`config.mk`:
```
export PLATFORM = sky130hd
export DESIGN_NAME = truth_table_sweep
export DESIGN_NICKNAME = d
export VERILOG_FILES = /design/src/rtl/truth_table_sweep.sv
export SDC_FILE = /design/constraint.sdc
export NUM_CORES = 1
export LEC_CHECK = 0
export ABC_AREA = 1
export CAP_MARGIN = 20
export CORE_MARGIN = 1.5
export CORE_UTILIZATION = 54
export DETAILED_ROUTE_END_ITERATION = 8
export PLACE_DENSITY = 0.82
export SLEW_MARGIN = 20
export SYNTH_ARGS = -nofsm -noshare
export SYNTH_HDL_FRONTEND = slang
export SYNTH_SLANG_ARGS = --single-unit
```
`constraint.sdc`:
```
create_clock -name clk -period 3.7 [get_ports clk]
set_input_delay 0.37 -clock clk [delete_from_list [all_inputs] [get_ports clk]]
set_output_delay 0.37 -clock clk [all_outputs]
set_load 0.01 [all_outputs]
```
`src/rtl/truth_table_sweep.sv`:
```
// truth_table_sweep: drives {a,b,c,d} through all 16 input combinations of a
// 4-input combinational block, samples its output f_in once per vector after a
// settle delay, assembles the measured truth table and compares it against
// EXPECTED. Results (table_out, err_count, pass) hold until the next accepted
// start or reset.
module truth_table_sweep #(
  parameter logic [15:0] EXPECTED = 16'h0000,
  parameter int unsigned SETTLE   = 1
) (
  input  logic        clk,
  input  logic        rst,
  input  logic        start,
  input  logic        f_in,
  output logic        a,
  output logic        b,
  output logic        c,
  output logic        d,
  output logic        busy,
  output logic        done,
  output logic        pass,
  output logic [15:0] table_out,
  output logic [4:0]  err_count
);

  typedef enum logic [1:0] {
    IDLE   = 2'd0,
    APPLY  = 2'd1,
    SAMPLE = 2'd2,
    DONE   = 2'd3
  } state_t;

  // The settle counter counts down from SETTLE-1 to 0, so APPLY lasts
  // exactly SETTLE cycles before the single SAMPLE cycle.
  localparam logic [3:0] SETTLE_LOAD = 4'(SETTLE - 1);

  state_t      state;
  state_t      state_nxt;
  logic [3:0]  idx;
  logic [3:0]  settle_cnt;
  logic        mismatch;
  logic        last_vec;
  logic [4:0]  err_nxt;

  // Adds one mismatch to the running count; 16 vectors fit in 5 bits, so no
  // saturation is needed.
  function automatic logic [4:0] bump_err(input logic [4:0] cnt, input logic miss);
    return cnt + {4'd0, miss};
  endfunction

  // Stimulus and status are decoded straight from registered state.
  assign {a, b, c, d} = idx;
  assign busy         = (state == APPLY) || (state == SAMPLE);
  assign done         = (state == DONE);

  assign mismatch = (f_in != EXPECTED[idx]);
  assign last_vec = (idx == 4'hF);
  assign err_nxt  = bump_err(err_count, mismatch);

  // Next-state decode for the sweep sequencer.
  always_comb begin
    state_nxt = state;
    case (state)
      IDLE:    if (start) state_nxt = APPLY;
      APPLY:   if (settle_cnt == 4'd0) state_nxt = SAMPLE;
      SAMPLE:  state_nxt = last_vec ? DONE : APPLY;
      DONE:    state_nxt = IDLE;
      default: state_nxt = IDLE;
    endcase
  end

  // State register; reset aborts any sweep in progress.
  always_ff @(posedge clk) begin
    if (rst) state <= IDLE;
    else     state <= state_nxt;
  end

  // Vector index and settle counter: index advances after each sample and
  // returns to 0 after the last vector so the stimulus idles at 0.
  always_ff @(posedge clk) begin
    if (rst) begin
      idx        <= 4'd0;
      settle_cnt <= 4'd0;
    end else begin
      case (state)
        IDLE: begin
          if (start) begin
            idx        <= 4'd0;
            settle_cnt <= SETTLE_LOAD;
          end
        end
        APPLY: begin
          if (settle_cnt != 4'd0) settle_cnt <= settle_cnt - 4'd1;
        end
        SAMPLE: begin
          if (last_vec) begin
            idx <= 4'd0;
          end else begin
            idx        <= idx + 4'd1;
            settle_cnt <= SETTLE_LOAD;
          end
        end
        default: begin
          idx <= 4'd0;
        end
      endcase
    end
  end

  // Result capture: results clear on an accepted start, accumulate during
  // SAMPLE, and pass is decided on the last vector including its own mismatch.
  always_ff @(posedge clk) begin
    if (rst) begin
      table_out <= 16'h0000;
      err_count <= 5'd0;
      pass      <= 1'b0;
    end else begin
      case (state)
        IDLE: begin
          if (start) begin
            table_out <= 16'h0000;
            err_count <= 5'd0;
            pass      <= 1'b0;
          end
        end
        SAMPLE: begin
          table_out[idx] <= f_in;
          err_count      <= err_nxt;
          if (last_vec) pass <= (err_nxt == 5'd0);
        end
        default: begin
          table_out <= table_out;
        end
      endcase
    end
  end

endmodule

```
==> results of run 1 <==
[cell families after synthesis]
kind of cell | synth area share (%)
DFF | 36.4
AOI/OAI and AO/OA | 16.7
adders and majority gates | 7.81
and+or+nand+nor | 27.9
buffers and inverters | 9.23
xor gates and xnor gates | 1.99
[state kept, by name, indices dropped and copies added (netlist names)]
| signal | count |
|---|---|
| state | 2 |
| err_count | 5 |
| idx | 4 |
| pass | 1 |
| table_out | 16 |
| settle_cnt | 4 |
[power by group]
part	switching [W]	internal, W	total (W)
registers	0.0000316	0.000375	0.000407
logic	0.000303	0.000168	0.000471
clock network	0.000114	0.0000699	0.000184
total	0.000448	0.000613	0.00106
[worst max path at each step]
stage                     startpoint                    endpoint  slack, ns  cells after the start
6_report       state[0]$_SDFFE_PP0P_                        busy       1.71                      3
5_1_grt        state[0]$_SDFFE_PP0P_                        busy       1.60                      3
4_1_cts        state[0]$_SDFFE_PP0P_                        busy       1.71                      3
3_5_place_dp                    f_in           pass$_SDFFE_PP0P_       1.85                      8
3_3_place_gp                    f_in           pass$_SDFFE_PP0P_       1.88                      8
2_1_floorplan  state[0]$_SDFFE_PP0P_  table_out[10]$_SDFFE_PP0P_       2.32                      8
[Yosys cell counts, types with 3 or more instances]
library cell	number	share of area [%]
o21ai_0	16	4.5
ha_1	11	7.8
buf_6	3	1.9
nand2_2	4	1.4
nand2_1	66	14
inv_1	30	6.4
nand3_1	9	2.6
a21oi_1	18	5.1
a21oi_2	11	5.5
nand4_1	5	1.8
dfxtp_1	32	36
nor2_1	26	5.5
o21ai_1	4	1.1
xor2_1	4	2.0
[layer usage]
metal  track usage, %  routed length, µm  vias up  part of all wire (%)
li1                 -                  -      864                     -
met1             28.3               1770      757                    48
met3             6.28                253        7                   6.8
met4             8.89                 40        0                   1.1
met5                0                  0        -                     0
met2             36.5               1650       56                    44
[worst max-delay path, delay by kind of cell (launching register included)]
family	cells	cell delay, ns
buffers and inverters	2	0.61
flip-flops	1	0.40
adder cells (fa/ha/maj)	1	0.28
[metrics by stage]
stage / instances / cell area [µm²]
final: 327 / 2130
after global routing: 327 / 2130
after CTS: 327 / 2130
after detailed placement: 320 / 2090
after global placement: 320 / 2090
after floorplan: 250 / 1760
[final cells by class]
cell class	instances	area (µm²)
Clock buffer	6	41.3
Clock inverter	1	5.00
Fill cell	274	943
Inverter	31	116
Multi-Input combinational cell	181	958
Sequential cell	32	641
Tap cell	44	55.1
Timing Repair Buffer	32	318
==> out/results.ini, run 1 <==
[timing]
rsz0062_at_grt=false
period_needed_ns=1.99
finalCritPeriodShare_pct=53.7
fmax_mhz=503
relSlewSlack_pct=63.3
worst_hold_slack_ns=0.467
hold_viol_final=0
tns_ns=0
finalWorstSetupSlack_ns=1.71
slew_violations=0
skew_ns=0.00436
tightest_slew_ns=0.549
setup_viol=0

[synth]
ys_seq_area_share_pct=36.4
syn_inst=250
synthArstFlopShare_pct=0
yosysWarnings=0
synthFlopType=dfxtp_1
synth_fp_nets=265
yosys_register_bits=32
synth_cell_type_count=22
synthesis.area_um2=1760
syn_avg_cell_area_um2=7.05
synth_edf_count=0

[floorplanning]
initial_utilization_pct=57.2
ios=32
core_area_um2=3080
std_cell_rows=20
die_area_um2=3610
die_w_um=60.1
die_y_um=60.1

[finish]
post_route_cells_drive_above_1_share_pct=9.54
layout_commonest_cell=nand2_1
nNetsFinal=298
layout_common_cells=nand2_1 (66), dfxtp_1 (32), clkdlybuf4s50_1 (31)
final_util_pct=69.3
area_growth_pct=21.2
antenna_cells=0

[place]
place.gp.congestion=0.884
pre_cts_ws_ns=1.85
dp_hpwl_um=2680
io_buffer_count=31

[clock_network]
post_cts_resized=0
clock-root-buffer=clkbuf_4
worstSkewPairLatency_ns=0.32
numCtsBuffers=5
cts_hold_buffers=0
cts_tree=done
cts_htree_levels=2
clk_pin_slew_worst_paths_ns=0.10
clock_sinks=32
cts_buffer_depth=2
post_cts_buffers=0

[detailed_routing]
remaining_drc_errors=0
viasPerCell=5.15
firstDrtPassIters=4
routed_wl_um=3710
drtAntennaViolNets=0
drt_iter0_drc=74
wire_per_inst_um=11.4
vias=1684

[setup_path]
crit_path_max_fanout=4
cpPeakStageDelay_ns=0.52
slowest_stage=clkdlybuf4s50_1
start_kind=flip-flop
cp.arrival_ns=1.62
crit_required_ns=3.33
r2r-start=state[0]$_SDFFE_PP0P_
critPathCaptureType=primary output
r2r_end=err_count[4]$_SDFFE_PP0P_
critical_path.cell_chain=inv_1 > ha_1 > clkdlybuf4s50_1
r2r_setup_slack_ns=2.01
r2r_cells=7
path_class=flip-flop to primary output

[min_path]
worstHoldPathCells=2
hold_class=flip-flop to flip-flop
whs_endpoint=table_out[1]$_SDFFE_PP0P_
hp-start=table_out[1]$_SDFFE_PP0P_

[status]
status=complete, no violations

[global_routing]
overflow=0
grt_max_degree=19
grt_pass1_vias=1481
grt_pass1_wl_um=6220
grt_util_all_layers_pct=22.6
grt_antenna_before_repair=0

[power]
powerDensity_nw_per_um2=497
total_power_w=0.00106
leakage_nw=0.837
max-vdd-ir-drop_mv=0.293

[flow_run]
drv_cap=0

Note: power is estimated with default switching activity, not from simulation.
==> inputs of run 2 (changes only) <==
--- a/config.mk
+++ b/config.mk
@@ -8,9 +8,9 @@
 export ABC_AREA = 1
 export CAP_MARGIN = 20
 export CORE_MARGIN = 1.5
-export CORE_UTILIZATION = 54
+export CORE_UTILIZATION = 47
 export DETAILED_ROUTE_END_ITERATION = 8
-export PLACE_DENSITY = 0.82
+export PLACE_DENSITY = 0.76
 export SLEW_MARGIN = 20
 export SYNTH_ARGS = -nofsm -noshare
 export SYNTH_HDL_FRONTEND = slang
==> constraint.sdc (replaced) <==
create_clock -name clk -period 1.7 [get_ports clk]
set_input_delay 0.17 -clock clk [delete_from_list [all_inputs] [get_ports clk]]
set_output_delay 0.17 -clock clk [all_outputs]
set_load 0.01 [all_outputs]
==> out/results.ini, run 2 (synthesized netlist as in run 1, its figures left out) <==
[timing]
slew_violations=0  ; unchanged
tightest_slew_ns=0.265  ; -0.284 ns
finalWorstSetupSlack_ns=0.180  ; -1.53 ns
setup_viol=0  ; unchanged
period_needed_ns=1.52
tns_ns=0  ; unchanged
rsz0062_at_grt=false
relSlewSlack_pct=82.3  ; +19 points
finalCritPeriodShare_pct=89.4
fmax_mhz=658
skew_ns=0.00751  ; +0.00315 ns
hold_viol_final=0  ; unchanged

[clock_network]
clock-root-buffer=clkbuf_8
cts_tree=done
cts_buffer_depth=2  ; unchanged
clock_sinks=32  ; unchanged
worstSkewPairLatency_ns=0.29  ; -0.03 ns
numCtsBuffers=5  ; unchanged
clk_pin_slew_worst_paths_ns=0.07  ; -0.03 ns
cts_hold_buffers=0  ; unchanged
cts_htree_levels=2  ; unchanged

[finish]
largest_reg_flops=16  ; unchanged
post_route_cells_drive_above_1_share_pct=13.1  ; +3.5 points
multiInputGateArea_um2=958  ; unchanged
nNetsFinal=305  ; +2.3%
area_growth_pct=28.1
largest-register=table_out
nFillCells=351  ; +28%
top_regs=table_out (16), err_count (5)
antenna_cells=0  ; unchanged
layout_common_cells=nand2_1 (66), inv_1 (30), dfxtp_1 (30), clkdlybuf4s50_1 (30), nor2_1 (26)
layout_commonest_cell=nand2_1
register_area_um2=643  ; +0.39%

[global_routing]
grt_pass1_vias=1574  ; +6.3%
grt_util_all_layers_pct=20.9  ; -1.7 points
grt_antenna_before_repair=0  ; unchanged
grt_pass1_wl_um=6710  ; +8.0%
grt_max_degree=18  ; -1
overflow=0  ; unchanged

[detailed_routing]
routed_wl_um=3790  ; +2.0%
drt_iter0_drc=71  ; -4.1%
firstDrtPassIters=4  ; unchanged
viasPerCell=4.91  ; -4.6%
remaining_drc_errors=0  ; unchanged
wire_per_inst_um=11.2  ; -1.6%
drtAntennaViolNets=0  ; unchanged
vias=1666  ; -1.1%

[setup_path]
cpLargestDelayFamily=buffers and inverters
critPathCaptureType=primary output
critical_path.cell_chain=clkdlybuf4s50_1
r2r_cells=8  ; +1
r2r_end=settle_cnt[2]$_SDFFE_PP0P_
cpPeakStageDelay_ns=0.59  ; +0.07 ns
slowest_stage=clkdlybuf4s50_1
crit_path_max_fanout=7  ; +3
r2r-start=state[0]$_SDFFE_PP0P_
start_kind=flip-flop
r2r_setup_slack_ns=0.20  ; -1.81 ns
crit_required_ns=1.53  ; -1.80 ns
path_class=flip-flop to primary output
cp_num_buf_inv=1  ; -1
cp.arrival_ns=1.35  ; -0.27 ns

[floorplanning]
die_area_um2=4120  ; +14%
die_y_um=64.2  ; +6.8%
ios=32  ; unchanged
std_cell_rows=22  ; +10%
initial_utilization_pct=48.5  ; -8.8 points
core_area_um2=3630  ; +18%
die_w_um=64.2  ; +6.8%

[min_path]
hold_class=flip-flop to flip-flop
hp-start=table_out[4]$_SDFFE_PP0P_
whs_endpoint=table_out[4]$_SDFFE_PP0P_
worstHoldPathCells=2  ; unchanged

[flow_run]
drv_cap=0  ; unchanged

[place]
io_buffer_count=31  ; unchanged
pre_cts_ws_ns=0.0256  ; -1.82 ns
place.gp.congestion=0.805  ; -8.9%
dp_hpwl_um=2740  ; +2.2%

[status]
status=complete, no violations

[power]
max-vdd-ir-drop_mv=0.559  ; +91%
powerDensity_nw_per_um2=1140  ; +130%
leakage_nw=0.911  ; +8.8%

==> run 2: changes by cell type in the layout (fill, tap and decap cells not counted), moves of 2 or more <==
cell,before,now
clkbuf_8,0,6
dfxtp_1,32,30
clkbuf_4,5,0
buf_4,1,7
dfxtp_2,0,2
==> run 2: how the worst max path moves through the flow <==
stage                                startpoint                          to  cells after the start
final                       idx[2]$_SDFFE_PP0P_                           b                      1
after global routing        idx[1]$_SDFFE_PP0P_           pass$_SDFFE_PP0P_                      7
after CTS                 state[0]$_SDFFE_PP0P_                        busy                      3
after detailed placement                   f_in           pass$_SDFFE_PP0P_                      8
after global placement                     f_in           pass$_SDFFE_PP0P_                      8
after floorplan           state[0]$_SDFFE_PP0P_  table_out[10]$_SDFFE_PP0P_                      8
==> run 2: area by class of cell <==
type                            count  area share [%]
Multi-Input combinational cell    181            42.5
Sequential cell                    32            28.5
Timing Repair Buffer               39            17.1
Inverter                           31            5.16
Clock buffer                        6            3.66
Tap cell                           48            2.66
Clock inverter                      2           0.444
==> run 2: timing repair <==
| item | 4_1_cts | 5_1_grt |
|---|---|---|
| setup endpoints to repair | 1 | 3 |
| setup buffers | 0 | 2 |
| gates resized for setup | 2 | 1 |
| pin swaps | 0 | 1 |
| gates cloned | 0 | 0 |
==> run 2: report_power, final <==
part	internal, W	switching, W
sequential	0.000821	0.0000636
combinational	0.000422	0.000667
clock	0.000323	0.000280
==> run 2: per-stage QoR <==
stage	area [µm²]	std cells	total power [W]	hold slack (ns)	utilization [%]
after floorplan	1760	250	0.00168	0.449	-
after global placement	2140	329	0.00193	0.452	59.0
after detailed placement	2140	329	0.00194	0.453	59.0
after CTS	2240	337	0.00255	0.465	61.6
after global routing	2260	339	0.00281	0.479	62.1
final	2260	339	0.00258	0.463	62.1
==> run 2: layer usage <==
layer  wire length (µm)  share of wire [%]  track usage [%]
met3                189                5.0             7.04
met1               1780                 47             24.9
met2               1750                 46             34.0
met4                 63                1.7             9.04
met5                  0                  0                0
